==> src/rtl/alu_pkg.sv <==
// -----------------------------------------------------------------------------
// alu_pkg
// Shared definitions for the sequential ALU:
//   alu_sel_t : the eight operation codes carried on alu_sel
//   state_t   : control FSM states (IDLE, MUL, DIV, DONE)
// -----------------------------------------------------------------------------
package alu_pkg;

   typedef enum logic [2:0] {
      ALU_ADD = 3'b000,
      ALU_SUB = 3'b001,
      ALU_MUL = 3'b010,
      ALU_DIV = 3'b011,
      ALU_AND = 3'b100,
      ALU_OR  = 3'b101,
      ALU_SLL = 3'b110,
      ALU_SRL = 3'b111
   } alu_sel_t;

   typedef enum logic [1:0] {
      ST_IDLE = 2'd0,
      ST_MUL  = 2'd1,
      ST_DIV  = 2'd2,
      ST_DONE = 2'd3
   } state_t;

endpackage

==> src/rtl/iter_divider.sv <==
// -----------------------------------------------------------------------------
// iter_divider
// Unsigned restoring divider, one quotient bit per clock.
// Ports:
//   i_clk, i_rst      clock, asynchronous active-high reset
//   i_start           pulse: capture i_dividend / i_divisor and begin
//   i_dividend        numerator
//   i_divisor         denominator (caller guarantees non-zero)
//   o_done            high during the final iteration cycle
//   o_quotient        quotient, valid while o_done is high
// After a start, iterations run on the next WIDTH rising edges; o_done and
// o_quotient are combinational on the last one so the caller can register the
// answer on that same edge.
// -----------------------------------------------------------------------------
module iter_divider #(
   parameter int WIDTH = 32
) (
   input  logic             i_clk,
   input  logic             i_rst,
   input  logic             i_start,
   input  logic [WIDTH-1:0] i_dividend,
   input  logic [WIDTH-1:0] i_divisor,
   output logic             o_done,
   output logic [WIDTH-1:0] o_quotient
);

   localparam int CW = $clog2(WIDTH);

   logic             r_busy;
   logic [CW-1:0]    r_cnt;
   logic [WIDTH-1:0] r_rem;
   logic [WIDTH-1:0] r_q;      // dividend shifts out the top, quotient in the bottom
   logic [WIDTH-1:0] r_b;

   logic [WIDTH:0]   w_rem_sh;
   logic [WIDTH:0]   w_diff;
   logic [WIDTH-1:0] w_rem_next;
   logic [WIDTH-1:0] w_q_next;

   always_comb begin
      w_rem_sh = {r_rem, r_q[WIDTH-1]};
      w_diff   = w_rem_sh - {1'b0, r_b};
      // Borrow out of the trial subtraction means restore the shifted value.
      if (w_diff[WIDTH]) begin
         w_rem_next = w_rem_sh[WIDTH-1:0];
         w_q_next   = {r_q[WIDTH-2:0], 1'b0};
      end else begin
         w_rem_next = w_diff[WIDTH-1:0];
         w_q_next   = {r_q[WIDTH-2:0], 1'b1};
      end
   end

   assign o_done     = r_busy && (r_cnt == CW'(WIDTH-1));
   assign o_quotient = w_q_next;

   always_ff @(posedge i_clk or posedge i_rst) begin
      if (i_rst) begin
         r_busy <= 1'b0;
         r_cnt  <= '0;
         r_rem  <= '0;
         r_q    <= '0;
         r_b    <= '0;
      end else if (i_start) begin
         r_busy <= 1'b1;
         r_cnt  <= '0;
         r_rem  <= '0;
         r_q    <= i_dividend;
         r_b    <= i_divisor;
      end else if (r_busy) begin
         r_rem <= w_rem_next;
         r_q   <= w_q_next;
         if (r_cnt == CW'(WIDTH-1)) begin
            r_busy <= 1'b0;
         end else begin
            r_cnt <= r_cnt + 1'b1;
         end
      end
   end

endmodule

==> src/rtl/seq_alu.sv <==
// -----------------------------------------------------------------------------
// seq_alu
// Sequential ALU: single-cycle add/sub/and/or/sll/srl, WIDTH-cycle shift-add
// multiply, WIDTH-cycle restoring divide.
// Ports:
//   clk, rst              clock, asynchronous active-high reset
//   in_valid / in_ready   request handshake (in_ready only in IDLE)
//   alu_sel, op_a, op_b   operation and operands, captured on acceptance
//   out_valid / out_ready result handshake (out_valid only in DONE)
//   result, flag_z/n/c/v  registered result and flags, stable in DONE
//   div_by_zero           divide issued with op_b == 0
//   busy                  any state other than IDLE
//   dbg_state             current FSM state
// Handshake: a transfer happens on a rising edge where valid && ready; the
// producer holds its payload until then, and the consumer may drop ready at
// any time without affecting the payload.
// -----------------------------------------------------------------------------
import alu_pkg::*;

module seq_alu #(
   parameter int WIDTH = 32
) (
   input  logic             clk,
   input  logic             rst,
   input  logic             in_valid,
   output logic             in_ready,
   input  logic [2:0]       alu_sel,
   input  logic [WIDTH-1:0] op_a,
   input  logic [WIDTH-1:0] op_b,
   output logic             out_valid,
   input  logic             out_ready,
   output logic [WIDTH-1:0] result,
   output logic             flag_z,
   output logic             flag_n,
   output logic             flag_c,
   output logic             flag_v,
   output logic             div_by_zero,
   output logic             busy,
   output state_t           dbg_state
);

   localparam int CW = $clog2(WIDTH);

   state_t           r_state;
   logic [CW-1:0]    r_cnt;
   logic [WIDTH-1:0] r_acc;
   logic [WIDTH-1:0] r_mcand;
   logic [WIDTH-1:0] r_mplier;
   logic [WIDTH-1:0] r_result;
   logic             r_z, r_n, r_c, r_v, r_dbz;

   logic [WIDTH:0]   w_sum;
   logic [WIDTH-1:0] w_diff;
   logic [WIDTH-1:0] w_res;
   logic             w_c, w_v, w_dbz;
   logic [WIDTH-1:0] w_acc_next;
   logic             w_div_start;
   logic             w_div_done;
   logic [WIDTH-1:0] w_div_q;

   // Single-cycle results, computed straight from the request inputs so they
   // can be registered on the accepting edge.
   always_comb begin
      w_sum  = {1'b0, op_a} + {1'b0, op_b};
      w_diff = op_a - op_b;
      w_res  = '0;
      w_c    = 1'b0;
      w_v    = 1'b0;
      w_dbz  = 1'b0;
      case (alu_sel_t'(alu_sel))
         ALU_ADD: begin
            w_res = w_sum[WIDTH-1:0];
            w_c   = w_sum[WIDTH];
            w_v   = (op_a[WIDTH-1] == op_b[WIDTH-1]) && (w_sum[WIDTH-1] != op_a[WIDTH-1]);
         end
         ALU_SUB: begin
            w_res = w_diff;
            w_c   = (op_a >= op_b);
            w_v   = (op_a[WIDTH-1] != op_b[WIDTH-1]) && (w_diff[WIDTH-1] != op_a[WIDTH-1]);
         end
         ALU_AND: w_res = op_a & op_b;
         ALU_OR:  w_res = op_a | op_b;
         ALU_SLL: w_res = op_a << op_b[CW-1:0];
         ALU_SRL: w_res = op_a >> op_b[CW-1:0];
         ALU_DIV: begin
            // Only reaches the result register when the divisor is zero.
            w_res = '1;
            w_dbz = 1'b1;
         end
         default: w_res = '0;
      endcase
   end

   assign w_acc_next  = r_mplier[0] ? (r_acc + r_mcand) : r_acc;
   assign w_div_start = (r_state == ST_IDLE) && in_valid &&
                        (alu_sel_t'(alu_sel) == ALU_DIV) && (op_b != '0);

   iter_divider #(.WIDTH(WIDTH)) u_div (
      .i_clk      (clk),
      .i_rst      (rst),
      .i_start    (w_div_start),
      .i_dividend (op_a),
      .i_divisor  (op_b),
      .o_done     (w_div_done),
      .o_quotient (w_div_q)
   );

   always_ff @(posedge clk or posedge rst) begin
      if (rst) begin
         r_state  <= ST_IDLE;
         r_cnt    <= '0;
         r_acc    <= '0;
         r_mcand  <= '0;
         r_mplier <= '0;
         r_result <= '0;
         r_z      <= 1'b0;
         r_n      <= 1'b0;
         r_c      <= 1'b0;
         r_v      <= 1'b0;
         r_dbz    <= 1'b0;
      end else begin
         case (r_state)
            ST_IDLE: begin
               if (in_valid) begin
                  if (alu_sel_t'(alu_sel) == ALU_MUL) begin
                     r_acc    <= '0;
                     r_mcand  <= op_a;
                     r_mplier <= op_b;
                     r_cnt    <= '0;
                     r_state  <= ST_MUL;
                  end else if (w_div_start) begin
                     r_cnt   <= '0;
                     r_state <= ST_DIV;
                  end else begin
                     r_result <= w_res;
                     r_z      <= (w_res == '0);
                     r_n      <= w_res[WIDTH-1];
                     r_c      <= w_c;
                     r_v      <= w_v;
                     r_dbz    <= w_dbz;
                     r_state  <= ST_DONE;
                  end
               end
            end
            ST_MUL: begin
               r_acc    <= w_acc_next;
               r_mcand  <= r_mcand << 1;
               r_mplier <= r_mplier >> 1;
               if (r_cnt == CW'(WIDTH-1)) begin
                  r_result <= w_acc_next;
                  r_z      <= (w_acc_next == '0);
                  r_n      <= w_acc_next[WIDTH-1];
                  r_c      <= 1'b0;
                  r_v      <= 1'b0;
                  r_dbz    <= 1'b0;
                  r_state  <= ST_DONE;
               end else begin
                  r_cnt <= r_cnt + 1'b1;
               end
            end
            ST_DIV: begin
               // Counter tracks the divider's iterations; it saturates at WIDTH-1.
               if (r_cnt != CW'(WIDTH-1)) begin
                  r_cnt <= r_cnt + 1'b1;
               end
               if (w_div_done) begin
                  r_result <= w_div_q;
                  r_z      <= (w_div_q == '0);
                  r_n      <= w_div_q[WIDTH-1];
                  r_c      <= 1'b0;
                  r_v      <= 1'b0;
                  r_dbz    <= 1'b0;
                  r_state  <= ST_DONE;
               end
            end
            ST_DONE: begin
               if (out_ready) begin
                  r_state <= ST_IDLE;
               end
            end
            default: r_state <= ST_IDLE;
         endcase
      end
   end

   assign in_ready    = (r_state == ST_IDLE);
   assign out_valid   = (r_state == ST_DONE);
   assign busy        = (r_state != ST_IDLE);
   assign result      = r_result;
   assign flag_z      = r_z;
   assign flag_n      = r_n;
   assign flag_c      = r_c;
   assign flag_v      = r_v;
   assign div_by_zero = r_dbz;
   assign dbg_state   = r_state;

endmodule

==> config.mk <==
export PLATFORM = sky130hd
export DESIGN_NAME = seq_alu
export DESIGN_NICKNAME = d
export VERILOG_FILES = /design/src/rtl/alu_pkg.sv /design/src/rtl/iter_divider.sv /design/src/rtl/seq_alu.sv
export SDC_FILE = /design/constraint.sdc
export NUM_CORES = 1
export LEC_CHECK = 0
export ABC_AREA = 1
export BUFFER_PORTS_ARGS = -buffer_cell sky130_fd_sc_hd__buf_2
export CORE_MARGIN = 5
export CORE_UTILIZATION = 45
export DETAILED_ROUTE_END_ITERATION = 7
export PLACE_DENSITY = 0.61
export SYNTH_ARGS = -nofsm -noshare
export SYNTH_HDL_FRONTEND = slang
export SYNTH_SLANG_ARGS = --single-unit
==> constraint.sdc <==
create_clock -name clk -period 11.1 [get_ports clk]
set_input_delay 2.775 -clock clk [delete_from_list [all_inputs] [get_ports clk]]
set_output_delay 2.775 -clock clk [all_outputs]
set_load 0.02 [all_outputs]
=== Word level (Yosys, flattened, before mapping) ===
Cells that the tools add are included.

* Flip-flop bits (word level): 242
* Input port bits: 71
* Output and inout bits: 42
* Logic and storage cells: 147

* Add/sub/neg operators: 6
* Magnitude comparators: 1
* Equality and inequality tests: 28
* Shift-type cells: 2
* Multiplexer cells: 71
* Bitwise operators: 2
* Reduce and logical (&&, ||, !) cells: 21

{| class="wikitable"
|+ Operators with widths
! operator !! count
|-
| two-way mux 32 bit || 17
|-
| case mux 32 bit (7 select lines) || 1
|-
| case mux 32 bit (2 select lines) || 3
|-
| logical NOT 32 bit || 3
|-
| case mux 32 bit (3 select lines) || 1
|-
| two-way mux 5 bit || 8
|-
| adder 32 x 32 -> 33 bit || 1
|-
| subtractor 33 x 32 -> 33 bit || 1
|-
| adder 32 bit || 1
|-
| bitwise AND 32 bit || 1
|-
| >= comparator 32 bit || 1
|-
| bitwise OR 32 bit || 1
|-
| nonzero test 32 bit || 1
|-
| left shift 32 x 5 -> 32 bit || 1
|-
| right shift 32 x 5 -> 32 bit || 1
|-
| subtractor 32 bit || 1
|-
| two-way mux 1 bit || 27
|-
| case mux 1 bit (3 select lines) || 5
|-
| case mux 5 bit (3 select lines) || 1
|-
| == test 3 bit, second input constant || 4
|-
| != test 2 bit, second input constant || 6
|-
| adder 5 x 1 -> 5 bit, second input constant || 2
|-
| == test 5 bit, second input constant || 2
|-
| two-way mux 2 bit || 5
|-
| other kinds (21) || 36
|}

=== Longest topological paths before layout ===
Gate-level depths: netlist of run 1.

* Depth in word-level cells: 8
* Mapped depth: 26
* Mapped depth without buffers: 23

=== By module ===
A second synthesis of run 1 with hierarchy kept.

* Cell total of the unflattened synthesis: 4417
* Area, all modules: 25956.1 um2

{| class="wikitable"
|+ By module, submodules not included
! module !! times used !! cells an instance !! area each (um2) !! seq. area each (um2)
|-
| seq_alu || 1 || 3312 || 18659.1 || 3478.3
|-
| iter_divider || 1 || 1105 || 7297.0 || 2552.4
|}

=== Worst setup path after synthesis of run 1 ===
OpenSTA, ideal clock, no wires.

* Path type: input to register
* From: input port op_b[2]
* To: register r_z, in the netlist flag_z
* Library setup time: 0.065 ns
* Arrival: 5.056 ns
* Data required time: 11.035 ns
* Slack: 5.979 ns
* Stages: 26
* Path buffers: 3
* Cell sequence: buf_2 -> inv_2 -> clkbuf_1 -> ha_1 -> buf_4 -> inv_1 -> nand2_1 -> nand2_1 -> inv_1 -> o21ai_2 -> nand2_1 -> nand2_1 -> nand2_1 -> nand2_1 -> nand2_1 -> nand2_1 -> nand2_1 -> nand3_1 -> nand3_1 -> nor2_1 -> nand2_1 -> nor2_1 -> nand3_1 -> nand2_1 -> nand2_1 -> nand2_1

* Longest elaborated chain between the ends: 7
* Elaborated cells between the ends (all ways): 16
* Classes of those cells: add/sub (2); eq/ne (1); shift (2); mux (5); bitwise (2); reduce/logical (4)

{| class="wikitable"
|+ RTL lines
! item !! line !! text
|-
| start, declared || seq_alu.sv:29 || <nowiki>input logic [WIDTH-1:0] op_b,</nowiki>
|-
| subtractor 32 bit, or another cell as far along || seq_alu.sv:65 || <nowiki>w_diff = op_a - op_b;</nowiki>
|-
| case mux 32 bit (7 select lines) || seq_alu.sv:70 || <nowiki>case (alu_sel_t'(alu_sel))</nowiki>
|-
| logical NOT 32 bit || seq_alu.sv:136 || <nowiki>r_z <= (w_res == '0);</nowiki>
|-
| two-way mux 1 bit || seq_alu.sv:131 || <nowiki>end else if (w_div_start) begin</nowiki>
|-
| two-way mux 1 bit || seq_alu.sv:125 || <nowiki>if (alu_sel_t'(alu_sel) == ALU_MUL) begin</nowiki>
|-
| two-way mux 1 bit || seq_alu.sv:124 || <nowiki>if (in_valid) begin</nowiki>
|-
| case mux 1 bit (3 select lines) || seq_alu.sv:122 || <nowiki>case (r_state)</nowiki>
|-
| end signal, assigned || seq_alu.sv:136 ||
|-
| end signal, assigned || seq_alu.sv:151 || <nowiki>r_z <= (w_acc_next == '0);</nowiki>
|-
| end signal, assigned || seq_alu.sv:168 || <nowiki>r_z <= (w_div_q == '0);</nowiki>
|-
| end, declared || seq_alu.sv:50 || <nowiki>logic r_z, r_n, r_c, r_v, r_dbz;</nowiki>
|}

Parallel ways exist; a longest one is shown, timed or not. The select of a mux whose other input is x is not followed.
A chain may end at the register's enable or synchronous reset.

=== Worst setup path after layout of run 1 ===
* From: input port op_b[3]
* To: register u_div.r_q[10]

* Longest elaborated chain between the ends: 3
* Elaborated cells between the ends (all ways): 4
* Classes of those cells: mux (1); reduce/logical (3)

{| class="wikitable"
|+ RTL lines
! item !! line !! text
|-
| nonzero test 32 bit (*) || seq_alu.sv:96 || <nowiki>(alu_sel_t'(alu_sel) == ALU_DIV) && (op_b != '0);</nowiki>
|-
| logical AND 1 bit (*) || seq_alu.sv:96 ||
|-
| two-way mux 32 bit or nonzero test 2 bit (tied branches) || n/a ||
|-
| end signal, assigned || iter_divider.sv:67 || <nowiki>r_q <= i_dividend;</nowiki>
|-
| end signal, assigned || iter_divider.sv:71 || <nowiki>r_q <= w_q_next;</nowiki>
|-
| end, declared || iter_divider.sv:32 || <nowiki>logic [WIDTH-1:0] r_q;</nowiki>
|}

Every way passes the cells marked *; elsewhere a longest branch is shown, timed or not.

==> results.md, run 1 <==
- Sequential cell area: between 0.006 and 0.007 mm²
- Die width: between 200 and 250 µm
- Worst setup path class: input pin to flip-flop
- Overall routed net length: about 120 mm
- Clock latency reported for the late side of the worst-skew pair: 0.57 ns
- Net Sw Frac: between 50% and 60%
- Static leakage: about 14 nW
- Kind of end point of the critical path: flip-flop
- Number of buffers added for setup after CTS: 0
- Worst-case clock buffer depth: 3
- Part of the total power dissipated in sequential elements: about 23%
- Count of pins on the block boundary: approximately 110
- Met1 WL: about 47 mm
- Share of synthesized flip-flops with an asynchronous set or reset: 100%
- Combinational Power Share: between 60% and 70%
- Share of the clock period used by the worst path: between 50% and 60%
- Count of final hold-check violations: 0
- Crit-path max FO: 90
- Vias in the first global route: 25800
- Ys Warns: 0
- Number of enable-type register cells in the synthesized netlist: 0
- Number of gates resized after CTS: 0
- Hold_buf cts: 0
- Slowest library cell on the worst path: sky130_fd_sc_hd__nor2_4
- Top achievable clock speed: approximately 0.15 GHz
- Die outline height: ~250 µm
- Clock tree from TritonCTS: done
- Total negative setup slack: 0 ns
- Detailed-routing iteration count for the pre-antenna-repair pass: 6
- Biggest area consumer among synthesized cells: sky130_fd_sc_hd__dfrtp_1
- Number of vias in the routed layout: 28300
- Post-Synthesis Mean Instance Area: 6.11 µm²
- Max transition margin: a little over a quarter
- Setup repair after global routing missed its margin: no
- Clock-pin slew on the worst setup and hold paths: around 0.060 ns
- Number of standard cells after synthesis: about 4100
- Outcome: complete, no violations
- Initial Utilization: a little under half
- Detail Route met3 WL: 10.3 mm
- Arrival time of the worst setup path: 7.04 ns
- Number of levels in the clock H-tree: 1
- Fraction of synthesized cell area taken by the top area cell type: 24.1%
- Area growth from synthesis to layout: 7.24%
- Via/cell ratio: approximately 5.8
- Count of antenna-violating nets left after detailed routing: 0
- Wire length of the first global-routing pass: 169 mm
- Number of setup violations in the final report: 0
- CTS root buffer: sky130_fd_sc_hd__clkbuf_16
- Fill cells: 6073
- Global route total overflow: 0
- Minimum clock period after layout: ~6.6 ns
- Area contributors post-synth: sky130_fd_sc_hd__dfrtp_1 (24%), sky130_fd_sc_hd__nand2_1 (18%), sky130_fd_sc_hd__nand3_1 (11%), sky130_fd_sc_hd__ha_1 (8.6%), sky130_fd_sc_hd__inv_1 (7.9%)
- Slew of the pin with the lowest slew margin: ~1.1 ns
- Multi-input gate area: around 0.016 mm²
- Initial antenna violation count: 11
- Final Max Tran Viols: 0
- TritonCTS Sinks: roughly 240
- HPWL after detailed placement: between 90 and 100 mm
- Maximum number of pins on one net before global-route repair: 120
- Switching power of the nets: around 3.8 mW
- Hold Slack: roughly 0.48 ns
- Most used flip-flop cell after synthesis: sky130_fd_sc_hd__dfrtp_1
- IR drop worst, VDD: a little over 0.0002 V
- Die Footprint: approximately 0.060 mm²
- Sequential share of the synthesized area: about a quarter
- Internal power of the cells: 3.25 mW
- Mapped cell area: roughly 0.025 mm²
- Placer congestion estimate: 1.08
- Synthesized flop and latch total: around 240
- Type of origin of the critical path: input pin
- Count of port buffers added during placement: between 100 and 150
- Critical Path Max Stage Delay: 0.71 ns
- Most used cell, CP: sky130_fd_sc_hd__inv_2
- List of cells traversed by the critical path: buf_2 > buf_4 > inv_2 > nand4_1 > nor4_1 > nand4_1 > nand2_2 > buf_4 > inv_2 > nor2_4 > inv_2 > o221ai_1
- Number of rows in the core area: 86
- Routed wl met2: between 40 and 50 mm
- Final setup skew: approximately 0.014 ns
- Number of max-cap violations: 0
- # DRC: 0
- Top routing layer used: met5
- Routed wire per std cell: 23.8 µm
- Violation count after the first detailed-route iteration: ~3600
- Power per unit of standard cell area: ~260 mW/mm²
- Unique cell type count in the Yosys netlist: 57
- Data required, critical path: roughly 12 ns
- Final #Nets: about 4300
- Total routing usage reported by global routing: 37.0%
- Synthesized Nets: 4342
- Hold Crit Class: flip-flop to flip-flop
- Core Box Area: approximately 0.055 mm²
- Part of the power in the clock network: between 10 and 15%
- Fraction of final layout cells sized beyond drive strength 1: under 10%
- Number of buffers created by CTS: 29
[per-stage QoR]
| stage | utilization (%) | cell area (µm²) | std cells | total power [mW] | setup slack [ns] |
|---|---|---|---|---|---|
| 3_5_place_dp | 46.8 | 25800 | 4799 | 5.96 | 4.05 |
| 4_1_cts | 48.7 | 26800 | 4852 | 6.98 | 4.63 |
| 3_3_place_gp | 46.8 | 25800 | 4799 | 5.94 | 4.12 |
| 6_report | 48.7 | 26800 | 4859 | 7.04 | 4.52 |
| 2_1_floorplan | - | 25000 | 4095 | 4.74 | 1.71 |
| 5_1_grt | 48.7 | 26800 | 4853 | 7.66 | 4.26 |
[cell usage after synthesis, drive strengths merged (28+ instances only)]
| library cell | number |
|---|---|
| dfrtp | 241 |
| a31oi | 42 |
| o211ai | 78 |
| nand4 | 52 |
| ha | 172 |
| o221ai | 32 |
| nand2 | 1234 |
| nor3 | 28 |
| nor2 | 331 |
| a21oi | 176 |
| clkbuf | 73 |
| buf | 110 |
| nand3 | 550 |
| inv | 542 |
| o21ai | 271 |
[worst max-delay path, delay by kind of cell]
family	cells	cell delay, ns
simple gates	5	1.55
buf+inv	6	2.36
compound gates	1	0.29
[routing by layer]
metal,up-vias,GRT usage (%)
li1,13400,-
met1,13100,48.8
met2,1466,56.3
met3,391,6.28
met4,8,23.3
met5,-,0
[cell type report]
type                       count  area share [%]
antenna                        7          0.0653
clock buffer                  37            3.04
clock inverter                16           0.695
inverter                     543            7.65
multi-input combinational   3128            59.7
sequential                   241            22.5
tap                          748            3.49
timing repair buffer         139            2.85
[placed cells by master (no fill, tap or decap), types with 7 or more instances in the layout]
cell / count
sky130_fd_sc_hd__a22oi_1: 20
sky130_fd_sc_hd__nand3_1: 548
sky130_fd_sc_hd__nor4_1: 13
sky130_fd_sc_hd__dfrtp_1: 241
sky130_fd_sc_hd__inv_2: 13
sky130_fd_sc_hd__nand2_2: 18
sky130_fd_sc_hd__diode_2: 7
sky130_fd_sc_hd__o21ai_0: 239
sky130_fd_sc_hd__and2_1: 10
sky130_fd_sc_hd__o21a_1: 13
sky130_fd_sc_hd__buf_2: 112
sky130_fd_sc_hd__nand4_1: 52
sky130_fd_sc_hd__o21ai_1: 28
sky130_fd_sc_hd__buf_4: 27
sky130_fd_sc_hd__nor2_1: 325
sky130_fd_sc_hd__a31oi_1: 42
sky130_fd_sc_hd__ha_1: 171
sky130_fd_sc_hd__clkbuf_16: 29
sky130_fd_sc_hd__xor2_1: 14
sky130_fd_sc_hd__inv_1: 525
sky130_fd_sc_hd__or2_2: 20
sky130_fd_sc_hd__nor3_1: 27
sky130_fd_sc_hd__o221ai_1: 32
sky130_fd_sc_hd__xnor2_1: 11
sky130_fd_sc_hd__o211ai_1: 74
sky130_fd_sc_hd__a21oi_1: 172
sky130_fd_sc_hd__nand2_1: 1216
sky130_fd_sc_hd__o21bai_1: 15
[flip-flops by register name, summed over array words and instances, names as in the netlist]
name / flops
dbg_state: 2
div_by_zero: 1
flag_c: 1
flag_v: 1
flag_z: 1
r_acc: 32
r_cnt: 5
r_mcand: 32
r_mplier: 32
result: 32
u_div.r_b: 32
u_div.r_busy: 1
u_div.r_cnt: 5
u_div.r_q: 32
u_div.r_rem: 32
[final timing paths]
check                                          from                        end  slack, ns  cells after the start
max reg2reg                dbg_state[0]$_DFFE_PP0P_  u_div.r_q[10]$_DFFE_PP0P_       7.12                     10
min reg2reg                u_div.r_q[6]$_DFFE_PP0P_   u_div.r_q[7]$_DFFE_PP0P_       0.48                      2
max in group asynchronous                       rst  u_div.r_b[30]$_DFFE_PP0P_       7.25                      3
min in group asynchronous                       rst   r_mplier[12]$_DFFE_PP0P_       2.38                      2
max                                         op_b[3]  u_div.r_q[10]$_DFFE_PP0P_       4.52                     12
min                        u_div.r_q[6]$_DFFE_PP0P_   u_div.r_q[7]$_DFFE_PP0P_       0.48                      2
[power groups by stage]
stage	clock [mW]	sequential, mW	combinational, mW
CTS	1.01	1.57	4.40
global placement	0	1.58	4.36
floorplan	0	1.53	3.22
global route	1.05	1.62	4.99
finish	0.997	1.58	4.46
detailed placement	0	1.58	4.38
[cells by family after synthesis]
kind of cell | Yosys count | synth area share, %
AOI/OAI and AO/OA | 677 | 16.0
adders and majority gates | 176 | 8.92
and+or+nand+nor | 2250 | 38.1
xor gates and xnor gates | 25 | 0.875
buffers and inverters | 726 | 11.9
DFF | 241 | 24.1
No activity file was read; power rests on OpenSTA's default activity.
==> run 2, diff against run 1 <==
Settings changed: PLACE_DENSITY 0.61 to 0.64.
Clock period 11.1 ns to 6 ns, I/O delays scaled along.
==> results.md, run 2 (same netlist as run 1, synthesis figures left out) <==
- Initial Utilization: 45.4% (unchanged)
- Hold Slack: 0.484 ns (+0.00373 ns)
- Count of pins on the block boundary: 113 (unchanged)
- GR met2 Demand/Resource: 59.5% (+3.2 points)
- Depth of the worst register-to-register path: 19 (+9)
- Vias in the first global route: 26300 (+2.0%)
- GR Util met3: 8.16% (+1.9 points)
- Detailed-routing iteration count for the pre-antenna-repair pass: 7 (+1)
- Initial antenna violation count: 6 (-5)
- Power after layout: 13.4 mW (+91%)
- Clock-pin slew on the worst setup and hold paths: 0.06 ns (about the same)
- Clock tree from TritonCTS: done
- Number of rows in the core area: 86 (unchanged)
- Final setup skew: 0.0214 ns (+0.00784 ns)
- Slew of the pin with the lowest slew margin: 0.997 ns (-0.0927 ns)
- Number of vias in the routed layout: 28800 (+1.8%)
- Slowest library cell on the worst path: sky130_fd_sc_hd__ha_1
- Via/cell ratio: 5.90 (+1.2%)
- CTS root buffer: sky130_fd_sc_hd__clkbuf_16
- Fraction of final layout cells sized beyond drive strength 1: 7.17% (+0.61 points)
- Area growth from synthesis to layout: 8.37%
- List of cells traversed by the critical path: buf_2 > inv_1 > ha_1 > a21oi_1 > o21ai_0 > inv_1 > nand2_1 > nand2_1 > nor3b_1 > nor3_1 > nand3_1 > nor2_1 > nand3_1 > nand2_1 > nand2_1 > nand2_1
- Worst setup path class: input pin to flip-flop
- Hold_buf cts: 0 (unchanged)
- Post-Place Cells: 4824 (+0.52%)
- Static leakage: 14.1 nW (+1.1%)
- Count of antenna-violating nets left after detailed routing: 0 (unchanged)
- Data required, critical path: 6.52 ns (-5.04 ns)
- Share of the clock period used by the worst path: 77.6%
- Critical path buffers and inverters: 3 (-3)
- Maximum number of pins on one net before global-route repair: 115 (-4.2%)
- Number of levels in the clock H-tree: 1 (unchanged)
- Total routing usage reported by global routing: 39.7% (+2.8 points)
- Hold Crit Class: flip-flop to flip-flop
- Top achievable clock speed: between 0.2 and 0.25 GHz
- Highest-count cells in the layout ignoring fill and taps: sky130_fd_sc_hd__nand2_1 (1216), sky130_fd_sc_hd__nand3_1 (548), sky130_fd_sc_hd__inv_1 (526), sky130_fd_sc_hd__nor2_1 (325), sky130_fd_sc_hd__dfrtp_1 (241)
- TritonCTS Sinks: 241 (unchanged)
- Routed wire per std cell: 25.4 µm (+6.8%)
- Layer carrying the most global-route usage: met2
- Power per unit of standard cell area: 496 mW/mm² (+89%)
- Count of final hold-check violations: 0 (unchanged)
- # DRC: 0 (unchanged)
- Critical path depth in cells: 16 (+4)
- Number of gates resized after CTS: 0 (unchanged)
- Core Box Area: 0.0551 mm² (unchanged)
- Type of origin of the critical path: input pin
- Leading cell type in the layout, fill and taps excluded: sky130_fd_sc_hd__nand2_1
- IR drop worst, VDD: 0.000375 V (+82%)
- Arrival time of the worst setup path: 5.18 ns (-1.86 ns)
- Final Max Tran Viols: 0 (unchanged)
- Critical Path Max Stage Delay: 0.60 ns (-0.11 ns)
- Count of port buffers added during placement: 112 (unchanged)
- Setup repair after global routing missed its margin: no
- HPWL after detailed placement: 100 mm (+9.3%)
- Sequential cell area: 0.00603 mm² (unchanged)
- Number of buffers created by CTS: 30 (+3.4%)
- Die width: 246 µm (unchanged)
- Max transition margin: 33.3% (+6.0 points)
- Met1 track demand over resource: 52.5% (+3.7 points)
- Worst-case clock buffer depth: 3 (unchanged)
- Number of cells on the worst hold path: 2 (unchanged)
- Die outline height: 246 µm (unchanged)
- Kind of end point of the critical path: flip-flop
- Outcome: complete, no violations
- Multi-input gate area: 0.0160 mm² (unchanged)
- Number of setup violations in the final report: 0 (unchanged)
- Violation count after the first detailed-route iteration: 3592 (-1.2%)
- Final std cells w/o fill: 4885 (+0.54%)
- Global route total overflow: 0 (unchanged)
- Number of max-cap violations: 0 (unchanged)
- Clock latency reported for the late side of the worst-skew pair: 0.60 ns (+0.03 ns)
- Minimum clock period after layout: ~4.7 ns
- Die Footprint: 0.0604 mm² (unchanged)
- Overall routed net length: 124 mm (+7.3%)
- Number of buffers added for setup after CTS: 0 (unchanged)
- Placer congestion estimate: 1.10 (+1.6%)
- Total negative setup slack: 0 ns (unchanged)
- Final #Nets: 4355 (+0.60%)
- CP top delay family: simple AND/OR/NAND/NOR gates
- Crit-path max FO: 8 (-91%)
- Wire length of the first global-routing pass: 179 mm (+6.2%)
- Most used cell, CP: sky130_fd_sc_hd__nand2_1
- Fill cells: 6010 (-1.0%)
run 2: cell types whose count changed in the layout (fill, tap and decap cells not counted), sizes merged:
cell / before / now
buf: 139 / 164
clkinvlp: 2 / 4
clkbuf: 37 / 39
diode: 7 / 6
clkinv: 12 / 7
inv: 542 / 545
run 2: through the flow:
stage,area (µm²),setup WS (ns),utilization [%]
finish,27100,1.34,49.2
global route,27100,1.41,49.2
CTS,27100,1.68,49.2
detailed placement,26000,1.07,47.3
global placement,26000,0.946,47.3
floorplan,25000,1.34,-
run 2: worst register-to-register path, cell delays in order (launching register included):
cell                       delay [ns]
sky130_fd_sc_hd__dfrtp_1         0.35
sky130_fd_sc_hd__inv_1           0.06
sky130_fd_sc_hd__ha_1            0.20
sky130_fd_sc_hd__fa_1            0.37
sky130_fd_sc_hd__inv_1           0.08
sky130_fd_sc_hd__nand2_1         0.08
sky130_fd_sc_hd__o21ai_2         0.19
sky130_fd_sc_hd__a21oi_2         0.11
sky130_fd_sc_hd__o21bai_2        0.20
sky130_fd_sc_hd__nand2_1         0.10
sky130_fd_sc_hd__nand2_2         0.13
sky130_fd_sc_hd__nand2_1         0.10
sky130_fd_sc_hd__nand2_1         0.07
sky130_fd_sc_hd__nand2_1         0.08
sky130_fd_sc_hd__nand2_2         0.74
sky130_fd_sc_hd__inv_2           0.33
sky130_fd_sc_hd__a21oi_1         0.19
sky130_fd_sc_hd__o21ai_0         0.10
sky130_fd_sc_hd__o211ai_1        0.09
sky130_fd_sc_hd__o21ai_1         0.11
run 2: metal layers:
| layer | wire length (µm) | share of wire, % |
|---|---|---|
| met3 | 12200 | 9.8 |
| met5 | 0 | 0 |
| met1 | 50200 | 40 |
| met4 | 9900 | 8.0 |
| met2 | 52000 | 42 |
run 2: worst paths after layout:
check,from,to,slack (ns)
hold reg to reg,result[0]$_DFFE_PP0P_,result[0]$_DFFE_PP0P_,0.48
max in group asynchronous,rst,u_div.r_cnt[2]$_DFFE_PP0P_,3.63
setup reg to reg,u_div.r_q[31]$_DFFE_PP0P_,u_div.r_rem[31]$_DFFE_PP0P_,2.19
setup / recovery,op_a[7],flag_z$_DFFE_PP0P_,1.34
min in group asynchronous,rst,r_acc[6]$_DFFE_PP0P_,1.09
hold / removal,result[0]$_DFFE_PP0P_,result[0]$_DFFE_PP0P_,0.48
run 2: final cells by class:
class                           instances  area share, %
Timing Repair Buffer                  164           3.69
Multi-Input combinational cell       3128           59.1
Tap cell                              748           3.45
Sequential cell                       241           22.2
Clock inverter                         16          0.739
Clock buffer                           39           3.15
Antenna cell                            6         0.0554
Inverter                              543           7.55
run 2: power breakdown:
group | internal, mW | switching (mW)
Sequential | 2.35 | 0.539
Combinational | 2.61 | 5.95
Clock | 1.14 | 0.836
Total | 6.10 | 7.33
